==> src/rtl/steak_drawer_if.sv <==
// Bus between the steak colour source and the sprite rasteriser / VGA writer.
interface steak_drawer_if;
  // plot is a valid-only strobe with no ready: the adapter must take every
  // pixel presented while plot is high; x, y and colour qualify that pixel.
  logic       go;
  logic [8:0] steakMuscle;
  logic [8:0] steakFat;
  logic [7:0] x;
  logic [6:0] y;
  logic [8:0] colour;
  logic       plot;
  logic       busy;
  logic       done;
  logic [1:0] state;

  modport master (
    output go, steakMuscle, steakFat,
    input  x, y, colour, plot, busy, done, state
  );

  modport slave (
    input  go, steakMuscle, steakFat,
    output x, y, colour, plot, busy, done, state
  );
endinterface

==> src/rtl/steak_drawer.sv <==
// Rasterises a rectangular steak sprite (fat border, muscle interior) into the
// VGA framebuffer one pixel per clock, redrawing whenever the colours change.
module steak_drawer #(
  parameter logic [7:0] X_ORIGIN = 8'd72,
  parameter logic [6:0] Y_ORIGIN = 7'd56,
  parameter int         WIDTH    = 16,
  parameter int         HEIGHT   = 8,
  parameter int         BORDER   = 2
) (
  input  logic          clock,
  input  logic          reset,
  steak_drawer_if.slave bus
);

  localparam int CW = (WIDTH  > 1) ? $clog2(WIDTH)  : 1;
  localparam int RW = (HEIGHT > 1) ? $clog2(HEIGHT) : 1;

  localparam logic [CW-1:0] COL_LAST = CW'(WIDTH - 1);
  localparam logic [RW-1:0] ROW_LAST = RW'(HEIGHT - 1);
  localparam logic [CW-1:0] COL_LO   = CW'(BORDER);
  localparam logic [CW-1:0] COL_HI   = CW'(WIDTH - BORDER);
  localparam logic [RW-1:0] ROW_LO   = RW'(BORDER);
  localparam logic [RW-1:0] ROW_HI   = RW'(HEIGHT - BORDER);

  typedef enum logic [1:0] {
    IDLE = 2'd0,
    DRAW = 2'd1,
    DONE = 2'd2
  } state_t;

  state_t        state_q, state_d;
  logic [CW-1:0] col;
  logic [RW-1:0] row;
  logic [8:0]    lat_muscle, lat_fat;
  logic [8:0]    last_muscle, last_fat;
  logic          pending;
  logic          trigger;
  logic          last_pixel;
  logic          border;

  assign trigger = (state_q == IDLE) &&
                   (bus.go || pending ||
                    (bus.steakMuscle != last_muscle) ||
                    (bus.steakFat != last_fat));

  assign last_pixel = (col == COL_LAST) && (row == ROW_LAST);

  always_ff @(posedge clock or posedge reset) begin
    if (reset) state_q <= IDLE;
    else       state_q <= state_d;
  end

  always_comb begin
    state_d = state_q;
    case (state_q)
      IDLE:    if (trigger) state_d = DRAW;
      DRAW:    if (last_pixel) state_d = DONE;
      DONE:    state_d = IDLE;
      default: state_d = IDLE;
    endcase
  end

  // pending comes out of reset set so the first sweep overwrites whatever
  // partial sprite an interrupted sweep may have left behind.
  always_ff @(posedge clock or posedge reset) begin
    if (reset) begin
      col         <= '0;
      row         <= '0;
      lat_muscle  <= '0;
      lat_fat     <= '0;
      last_muscle <= '0;
      last_fat    <= '0;
      pending     <= 1'b1;
    end else begin
      case (state_q)
        IDLE: begin
          if (trigger) begin
            lat_muscle  <= bus.steakMuscle;
            lat_fat     <= bus.steakFat;
            last_muscle <= bus.steakMuscle;
            last_fat    <= bus.steakFat;
            pending     <= 1'b0;
            col         <= '0;
            row         <= '0;
          end
        end
        DRAW: begin
          if (col == COL_LAST) begin
            col <= '0;
            row <= row + 1'b1;
          end else begin
            col <= col + 1'b1;
          end
          if ((bus.steakMuscle != lat_muscle) || (bus.steakFat != lat_fat))
            pending <= 1'b1;
        end
        default: ;
      endcase
    end
  end

  // Moore outputs: nothing here depends on the live input colours or go.
  always_comb begin
    border     = (col < COL_LO) || (col >= COL_HI) ||
                 (row < ROW_LO) || (row >= ROW_HI);
    bus.plot   = 1'b0;
    bus.busy   = 1'b0;
    bus.done   = 1'b0;
    bus.x      = X_ORIGIN;
    bus.y      = Y_ORIGIN;
    bus.colour = '0;
    bus.state  = state_q;
    case (state_q)
      DRAW: begin
        bus.plot   = 1'b1;
        bus.busy   = 1'b1;
        bus.x      = X_ORIGIN + 8'(col);
        bus.y      = Y_ORIGIN + 7'(row);
        bus.colour = border ? lat_fat : lat_muscle;
      end
      DONE:    bus.done = 1'b1;
      default: ;
    endcase
  end

endmodule

==> src/flat_wrapper.sv <==
// flat-port wrapper written by rule: the top's interface ports become plain ports
module steak_drawer_flat 
#(
  parameter logic [7:0] X_ORIGIN = 8'd72,
  parameter logic [6:0] Y_ORIGIN = 7'd56,
  parameter int         WIDTH    = 16,
  parameter int         HEIGHT   = 8,
  parameter int         BORDER   = 2
)
  (clock, reset, bus_go, bus_steakMuscle, bus_steakFat, bus_x, bus_y, bus_colour, bus_plot, bus_busy, bus_done, bus_state);
  steak_drawer_if bus_i ();
  input  logic clock;
  input  logic reset;
  input wire logic [$bits(bus_i.go)-1:0] bus_go;
  input wire logic [$bits(bus_i.steakMuscle)-1:0] bus_steakMuscle;
  input wire logic [$bits(bus_i.steakFat)-1:0] bus_steakFat;
  output wire logic [$bits(bus_i.x)-1:0] bus_x;
  output wire logic [$bits(bus_i.y)-1:0] bus_y;
  output wire logic [$bits(bus_i.colour)-1:0] bus_colour;
  output wire logic [$bits(bus_i.plot)-1:0] bus_plot;
  output wire logic [$bits(bus_i.busy)-1:0] bus_busy;
  output wire logic [$bits(bus_i.done)-1:0] bus_done;
  output wire logic [$bits(bus_i.state)-1:0] bus_state;
  assign bus_i.go = bus_go;
  assign bus_i.steakMuscle = bus_steakMuscle;
  assign bus_i.steakFat = bus_steakFat;
  assign bus_x = bus_i.x;
  assign bus_y = bus_i.y;
  assign bus_colour = bus_i.colour;
  assign bus_plot = bus_i.plot;
  assign bus_busy = bus_i.busy;
  assign bus_done = bus_i.done;
  assign bus_state = bus_i.state;
  steak_drawer #(.X_ORIGIN(X_ORIGIN), .Y_ORIGIN(Y_ORIGIN), .WIDTH(WIDTH), .HEIGHT(HEIGHT), .BORDER(BORDER)) u_core (.clock(clock), .reset(reset), .bus(bus_i));
endmodule
==> config.mk <==
export PLATFORM = sky130hd
export DESIGN_NAME = steak_drawer_flat
export DESIGN_NICKNAME = d
export VERILOG_FILES = /design/src/rtl/steak_drawer_if.sv /design/src/rtl/steak_drawer.sv /design/src/flat_wrapper.sv
export SDC_FILE = /design/constraint.sdc
export NUM_CORES = 1
export LEC_CHECK = 0
export ABC_CLOCK_PERIOD_IN_PS = 6010
export CAP_MARGIN = 20
export CORE_ASPECT_RATIO = 0.6
export CORE_MARGIN = 10
export CORE_UTILIZATION = 46
export DETAILED_ROUTE_END_ITERATION = 10
export PLACE_DENSITY = 0.89
export SETUP_SLACK_MARGIN = 0.5
export SKIP_CTS_REPAIR_TIMING = 1
export SLEW_MARGIN = 40
export SYNTH_ARGS = -nofsm -noshare
export SYNTH_HDL_FRONTEND = slang
export SYNTH_SLANG_ARGS = --single-unit
==> constraint.sdc <==
create_clock -name clock -period 6.01 [get_ports clock]
set_clock_uncertainty 0.2 [all_clocks]
set_input_delay 0.9015 -clock clock [delete_from_list [all_inputs] [get_ports clock]]
set_output_delay 0.9015 -clock clock [all_outputs]
set_load 0.05 [all_outputs]
==> key figures, run 1 <==
Placed design
  – HPWL after detailed placement: roughly 3000 µm
  – Gpl congestion: 0.9219
  – Port bufs: 42

Timing
  – RSZ-0062 raised after global routing: false
  – Worst-Margin Slew: approximately 0.73 ns
  – Slew Limit Fails: 0
  – Setup violations, final: 0
  – Rel. slew slack: 50.95%
  – Fin Hold WS: 0.3106 ns
  – Peak Freq: about 0.26 GHz
  – Period Utilization, post-route: 63.05%
  – Tmin final: between 3 and 4 ns
  – Setup tns final: 0 ns
  – Final hold viol count: 0

Global route
  – Remaining Overflow, GRT: 0
  – Vias in the first global route: about 1.3k
  – Total GRT Usage: 11.42%
  – First-pass GRT wire length: 6292 µm
  – Antenna violations before repair: 0
  – Largest net degree at the start of global routing: 29

Floorplanning
  – Initial core utilization: between 40 and 50%
  – Die Span Y: 67.53 µm
  – # rows: 17
  – Core Region: about 0.0036 mm²
  – Die area: 0.006699 mm²
  – I/O pin total: 50
  – Die width: 99.21 µm

Layout
  – Area grow syn2layout: 28.54%
  – Final nets: approximately 220
  – Layout cell share with drive strength beyond 1: about 15%
  – ANT cells: 0

Critical path
  – Worst setup EP type: primary output
  – Critical path, cell by cell: nand2b_1 -> inv_1 -> and2_1 -> inv_1 -> clkdlybuf4s50_1
  – Worst path arrival time: between 2 and 3 ns
  – Worst EP required: between 4 and 5 ns
  – Slowest-stage cell, CP: clkdlybuf4s50_1
  – Worst path bufs/invs: 3
  – Crit path max fanout: 13
  – Worst path depth: 5
  – CP max stage delay: 0.79 ns
  – Top delay family on crit path: buffers and inverters
  – Startpoint types: register
  – WS Path Type: register to primary output
  – R2R depth: 5
  – CP dominant cell by count: inv_1

Detailed routing
  – Via count: 1,218
  – Antenna-violating nets left: 0
  – Wirelength per Cell: 15.75 µm
  – Vias/cell: approximately 5
  – Pre-antenna DRT Iters: 4
  – WL final: between 3000 and 4000 µm
  – Iter 0 DRT Violations: 34
  – Post-route DRC: 0

Synth
  – Synth Warn #: 0
  – Post-Syn Area per Cell: around 11 µm²
  – Synth top area cells: dfrtp_1, xor2_1, mux2_4, mux2i_1, mux2_2
  – Post-Syn Area: 0.001732 mm²
  – Seq/Total Area, Yosys: 40.53%
  – Share of the synthesized area in the top cell type: 39.02%
  – Synthesized netlist cell count: 156
  – Area leader, netlist: dfrtp_1
  – Yosys reg bits: 28
  – Netlist cell types: 39

Status
  – Status: completed

Clock network
  – CTS tree: built
  – Root Driver: clkbuf_8
  – Latest clock arrival within the worst-skew pair: 0.28 ns
  – CTS sink count: 28
  – Register clock-pin slew on the reported worst setup and hold paths: 0.10 ns
  – CTS Buf Count: 3
  – Clk buf depth: 2
  – H-tree levels: 1

Pwr
  – Max VDD drop: around 0.27 mV
  – P_leak: 1.022 nW
  – Power density cells: ~410 mW/mm²

Hold path
  – Hold Crit Class: register to register
  – Worst hold stages: 2

Flow run
  – # Max-Cap Violations: 0
[layout by cell type, fill, tap and decap left out]
cell type / instances
o311ai_4: 1
inv_2: 1
a311oi_1: 1
nand2_1: 1
bufinv_16: 1
a221oi_1: 1
o31a_1: 1
conb_1: 7
a211oi_1: 1
nand4b_1: 1
inv_1: 5
nor2b_1: 1
ha_1: 4
o211ai_1: 1
clkdlybuf4s50_1: 42
a31oi_1: 1
clkbuf_8: 3
dfrtp_1: 27
and2_1: 5
or2_2: 1
mux2_2: 8
o21ai_0: 3
and3_1: 2
xor2_1: 19
nor4_1: 2
nor3_1: 1
nand2b_1: 1
and2_0: 1
xnor2_1: 2
nor4_2: 2
a22o_1: 1
dfstp_2: 1
nor2_1: 16
a21oi_1: 4
a21o_1: 1
nand3_1: 3
o21ai_4: 1
mux2_4: 10
mux2i_1: 11
[path summary, 6_finish.rpt]
| check | startpoint | end | slack (ns) |
|---|---|---|---|
| worst min-delay path | u_core.pending | u_core.pending | 0.31 |
| worst min register to register | u_core.pending | u_core.pending | 0.31 |
| worst max register to register | u_core.lat_fat[5] | u_core.lat_fat[0] | 3.40 |
| worst max-delay path | u_core.bus.state[1] | bus_x[3] | 2.22 |
| max in group asynchronous | reset | u_core.lat_muscle[6] | 4.45 |
| min in group asynchronous | reset | u_core.row[2] | 0.78 |
[cells in the mapped netlist (all sizes together)]
master,instances
clkbuf,2
and3,2
xor2,19
o311ai,1
and2,6
nor4,4
buf,10
a31oi,1
dfstp,1
a21oi,4
nand3,3
a22o,1
o21ai,4
nand2,1
a221oi,1
inv,6
mux2,18
nor3,1
a311oi,1
nand2b,1
nor2,16
a21o,1
conb,2
ha,4
o211ai,1
a211oi,1
nor2b,1
o31a,1
xnor2,2
or2,1
dfrtp,27
mux2i,11
nand4b,1
[report_power, final]
part / switching (mW) / total, mW / internal, mW
Sequential: 0.0416 / 0.259 / 0.218
Combinational: 0.314 / 0.513 / 0.199
Clock: 0.0590 / 0.148 / 0.0893
Total: 0.415 / 0.921 / 0.506
[kinds of logic (layout without fill, tap and decap cells)]
family                   Yosys count  count (layout)  synth area share [%]
flip-flops                        28              28                 40.54
multiplexers                      29              29                 20.23
AO/OA/AOI/OAI                     17              17                 7.154
XOR/XNOR                          21              21                 10.62
adder cells (fa/ha/maj)            4               4                 2.890
AND/OR/NAND/NOR                   37              37                 11.49
buffers and inverters             18              52                 6.647
other                              2               7                0.4337
[worst reg2reg max path, delay by kind of cell, from the launching register on]
family	cells	cell delay, ns
compound gates	1	0.66
simple gates	2	0.62
mux	1	0.43
flops	1	0.42
xor+xnor	1	0.17
[layer usage]
layer,track usage (%),vias up,wire (µm)
met5,0,-,0
met4,1.601,0,19
met3,4.582,3,348
met2,18.12,44,1633
met1,14.75,571,1809
li1,-,600,-
[state kept, by name (all words and copies together), names as in the netlist]
register	count
u_core.bus.state	2
u_core.col	4
u_core.lat_fat	9
u_core.lat_muscle	9
u_core.pending	1
u_core.row	3
[final cells by class]
class / count / area [µm²]
timing repair buffer: 42 / 420.4
clock inverter: 1 / 30.03
sequential: 28 / 701.9
clock buffer: 3 / 41.29
multi-input combinational: 115 / 950.9
fill: 301 / 1411
tap: 47 / 58.81
inverter: 6 / 22.52
[metrics by stage]
stage / instances / power, mW / instance area, µm² / utilization (%) / setup slack [ns]
final: 242 / 0.9208 / 2226 / 61.20 / 2.220
after global routing: 242 / 0.9697 / 2226 / 61.20 / 2.057
after CTS: 242 / 0.9280 / 2226 / 61.20 / 2.229
after detailed placement: 238 / 0.7775 / 2155 / 59.24 / 2.510
after global placement: 238 / 0.7639 / 2145 / 58.96 / 2.399
after floorplan: 161 / 0.6168 / 1750 / - / 2.431
No activity file was read; power rests on OpenSTA's default activity.
==> run 2: changes to the inputs <==
--- a/config.mk
+++ b/config.mk
@@ -5,13 +5,13 @@
 export SDC_FILE = /design/constraint.sdc
 export NUM_CORES = 1
 export LEC_CHECK = 0
-export ABC_CLOCK_PERIOD_IN_PS = 6010
+export ABC_CLOCK_PERIOD_IN_PS = 3100
 export CAP_MARGIN = 20
 export CORE_ASPECT_RATIO = 0.6
 export CORE_MARGIN = 10
-export CORE_UTILIZATION = 46
+export CORE_UTILIZATION = 43
 export DETAILED_ROUTE_END_ITERATION = 10
-export PLACE_DENSITY = 0.89
+export PLACE_DENSITY = 0.87
 export SETUP_SLACK_MARGIN = 0.5
 export SKIP_CTS_REPAIR_TIMING = 1
 export SLEW_MARGIN = 40
==> constraint.sdc (replaced) <==
create_clock -name clock -period 3.1 [get_ports clock]
set_clock_uncertainty 0.2 [all_clocks]
set_input_delay 0.465 -clock clock [delete_from_list [all_inputs] [get_ports clock]]
set_output_delay 0.465 -clock clock [all_outputs]
set_load 0.05 [all_outputs]
==> run 2 against run 1 <==
Sequential share of layout area decreased by 2.9 points. Die area grew 5.2%. Non-clock buffer count rose by 10. Critical path type unchanged. Clock-buffer cell count unchanged. Global-route usage up 0.21 points. Setup slack worse by 1.8 ns. Register-to-register slack lost 2.6 ns. First-iteration DRC count increased by 8.8%. Design area increased by 11%. Routed wire length increased by 20%. Flip-flop and latch count unchanged. Combinational power grew 150%.
==> key figures, run 2 (synthesis gave the netlist of run 1 again) <==
Global route
  – Largest net degree at the start of global routing: 19 (-34%)
  – Total GRT Usage: 11.63% (+0.21 points)
  – First-pass GRT wire length: 6775 µm (+7.7%)
  – Antenna violations before repair: 0 (unchanged)
  – Vias in the first global route: 1,341 (+1.9%)
  – Remaining Overflow, GRT: 0 (unchanged)

Timing
  – RSZ-0062 raised after global routing: true
  – Setup tns final: 0 ns (unchanged)
  – Tmin final: ~2.7 ns
  – Worst-Margin Slew: 0.7071 ns (-0.02586 ns)
  – Rel. slew slack: 52.81% (+1.9 points)
  – Slew Limit Fails: 0 (unchanged)
  – Setup violations, final: 0 (unchanged)
  – Final hold viol count: 0 (unchanged)
  – Final WS setup: 0.4492 ns (-1.771 ns)
  – Period Utilization, post-route: between 80 and 90%
  – Peak Freq: 0.3772 GHz

Layout
  – Commonest non-fill, non-tap cell in the layout: dfrtp_1
  – ANT cells: 0 (unchanged)
  – Final nets: 232 (+5.0%)
  – Layout fillers: 303 (+0.66%)
  – Non-Filler Instances: 253 (+4.5%)
  – Final instance area: 0.002464 mm² (+11%)
  – Most frequent cells in the layout: dfrtp_1, clkdlybuf4s50_1, xor2_1
  – Area grow syn2layout: 42.27%
  – Layout cell share with drive strength beyond 1: 33.50% (+19 points)
  – Top flop regs: u_core.lat_fat (9), u_core.lat_muscle (9), u_core.col (4)

Flow run
  – # Max-Cap Violations: 0 (unchanged)

Critical path
  – Crit path max fanout: 5 (-8)
  – WS Path Type: register to primary output
  – Crit path from: u_core.col[1]
  – Origin of the critical flop-to-flop path: u_core.lat_muscle[0]
  – Worst EP required: 2.43 ns (-2.48 ns)
  – Startpoint types: register
  – Worst setup EP type: primary output
  – Worst path arrival time: 1.99 ns (-0.70 ns)

Placed design
  – HPWL after detailed placement: 3221 µm (+6.3%)
  – Placed Instances: 241 (+1.3%)
  – Port bufs: 42 (unchanged)
  – Place WS: 0.2239 ns (-2.286 ns)
  – Gpl congestion: 0.7798 (-15%)
  – Placement-stage cell area: 0.002268 mm² (+5.3%)

Pwr
  – Max VDD drop: 0.4404 mV (+61%)
  – Power density cells: 837.3 mW/mm² (+100%)
  – P_leak: 1.138 nW (+11%)

Clock network
  – Clk buf depth: 2 (unchanged)
  – H-tree levels: 1 (unchanged)
  – Register clock-pin slew on the reported worst setup and hold paths: 0.10 ns (about the same)
  – Latest clock arrival within the worst-skew pair: 0.27 ns (about the same)
  – CTS sink count: 28 (unchanged)
  – Root Driver: clkbuf_8
  – CTS tree: built
  – CTS Buf Count: 3 (unchanged)

Detailed routing
  – WL final: 4559 µm (+20%)
  – Wirelength per Cell: 18.02 µm (+14%)
  – Iter 0 DRT Violations: 37 (+8.8%)
  – Post-route DRC: 0 (unchanged)
  – Vias/cell: 5.123 (+1.8%)
  – Pre-antenna DRT Iters: 6 (+2)
  – Antenna-violating nets left: 0 (unchanged)
  – Via count: 1,296 (+6.4%)

Floorplanning
  – Die Span Y: 69.16 µm (+2.4%)
  – Initial core utilization: 46.00% (-1.6 points)
  – Die width: 101.9 µm (+2.7%)
  – I/O pin total: 50 (unchanged)
  – # rows: 17 (unchanged)
  – Die area: 0.007049 mm² (+5.2%)
  – Core Region: 0.003765 mm² (+3.5%)

Hold path
  – Hold Crit Class: register to register
  – Min-delay src: u_core.row[0]

Status
  – Status: completed
==> run 2: worst max-delay path, cell delays in order (launching register included) <==
cell and delay (ns):
dfrtp_2 0.46, ha_4 0.16, o211ai_1 0.17, buf_4 0.18, o311ai_4 0.18, mux2i_1 0.18, nor2_2 0.20, buf_12 0.16
==> run 2: power by group <==
| part | internal [mW] | leakage, nW | total [mW] | switching, mW |
|---|---|---|---|---|
| sequential | 0.423 | 0.323 | 0.519 | 0.0962 |
| combinational | 0.555 | 0.779 | 1.26 | 0.703 |
| clock | 0.173 | 0.0357 | 0.287 | 0.114 |
| total | 1.15 | 1.14 | 2.06 | 0.913 |
==> run 2: worst paths after layout <==
check	to	slack, ns	cells past startpoint
setup / recovery	bus_colour[5]	0.45	7
hold / removal	u_core.row[0]	0.34	1
setup reg to reg	u_core.lat_fat[5]	0.84	6
hold reg to reg	u_core.row[0]	0.34	1
max in group asynchronous	u_core.lat_muscle[7]	1.68	3
min in group asynchronous	u_core.row[0]	0.39	2
==> run 2: layout make-up <==
type	instances	area, µm²	area share [%]
Multi-Input combinational cell	116	1020	41.39
Sequential cell	28	705.7	28.64
Timing Repair Buffer	52	585.6	23.77
Tap cell	47	58.81	2.387
Clock buffer	3	41.29	1.676
Clock inverter	1	30.03	1.219
Inverter	6	22.52	0.9142
==> run 2: stage by stage <==
stage	util, %	hold slack, ns	power, mW
finish	65.44	0.3358	2.063
floorplan	-	0.2694	1.198
global route	65.44	0.3552	2.170
detailed placement	60.25	0.3113	1.659
global placement	59.99	0.2882	1.633
CTS	62.15	0.3320	1.951
==> run 2: metal layers <==
metal | global-route usage [%] | wire length, µm
met4 | 1.235 | 70
met2 | 17.07 | 2016
met3 | 4.960 | 345
met1 | 15.86 | 2126
met5 | 0 | 0
==> run 3: changes to the inputs <==
--- a/config.mk
+++ b/config.mk
@@ -14,6 +14,7 @@
 export PLACE_DENSITY = 0.87
 export SETUP_SLACK_MARGIN = 0.5
 export SKIP_CTS_REPAIR_TIMING = 1
+export SKIP_LAST_GASP = 1
 export SLEW_MARGIN = 40
 export SYNTH_ARGS = -nofsm -noshare
 export SYNTH_HDL_FRONTEND = slang
==> results of run 3 <==
Final layout, timing and power as in run 2 (identical DEF).
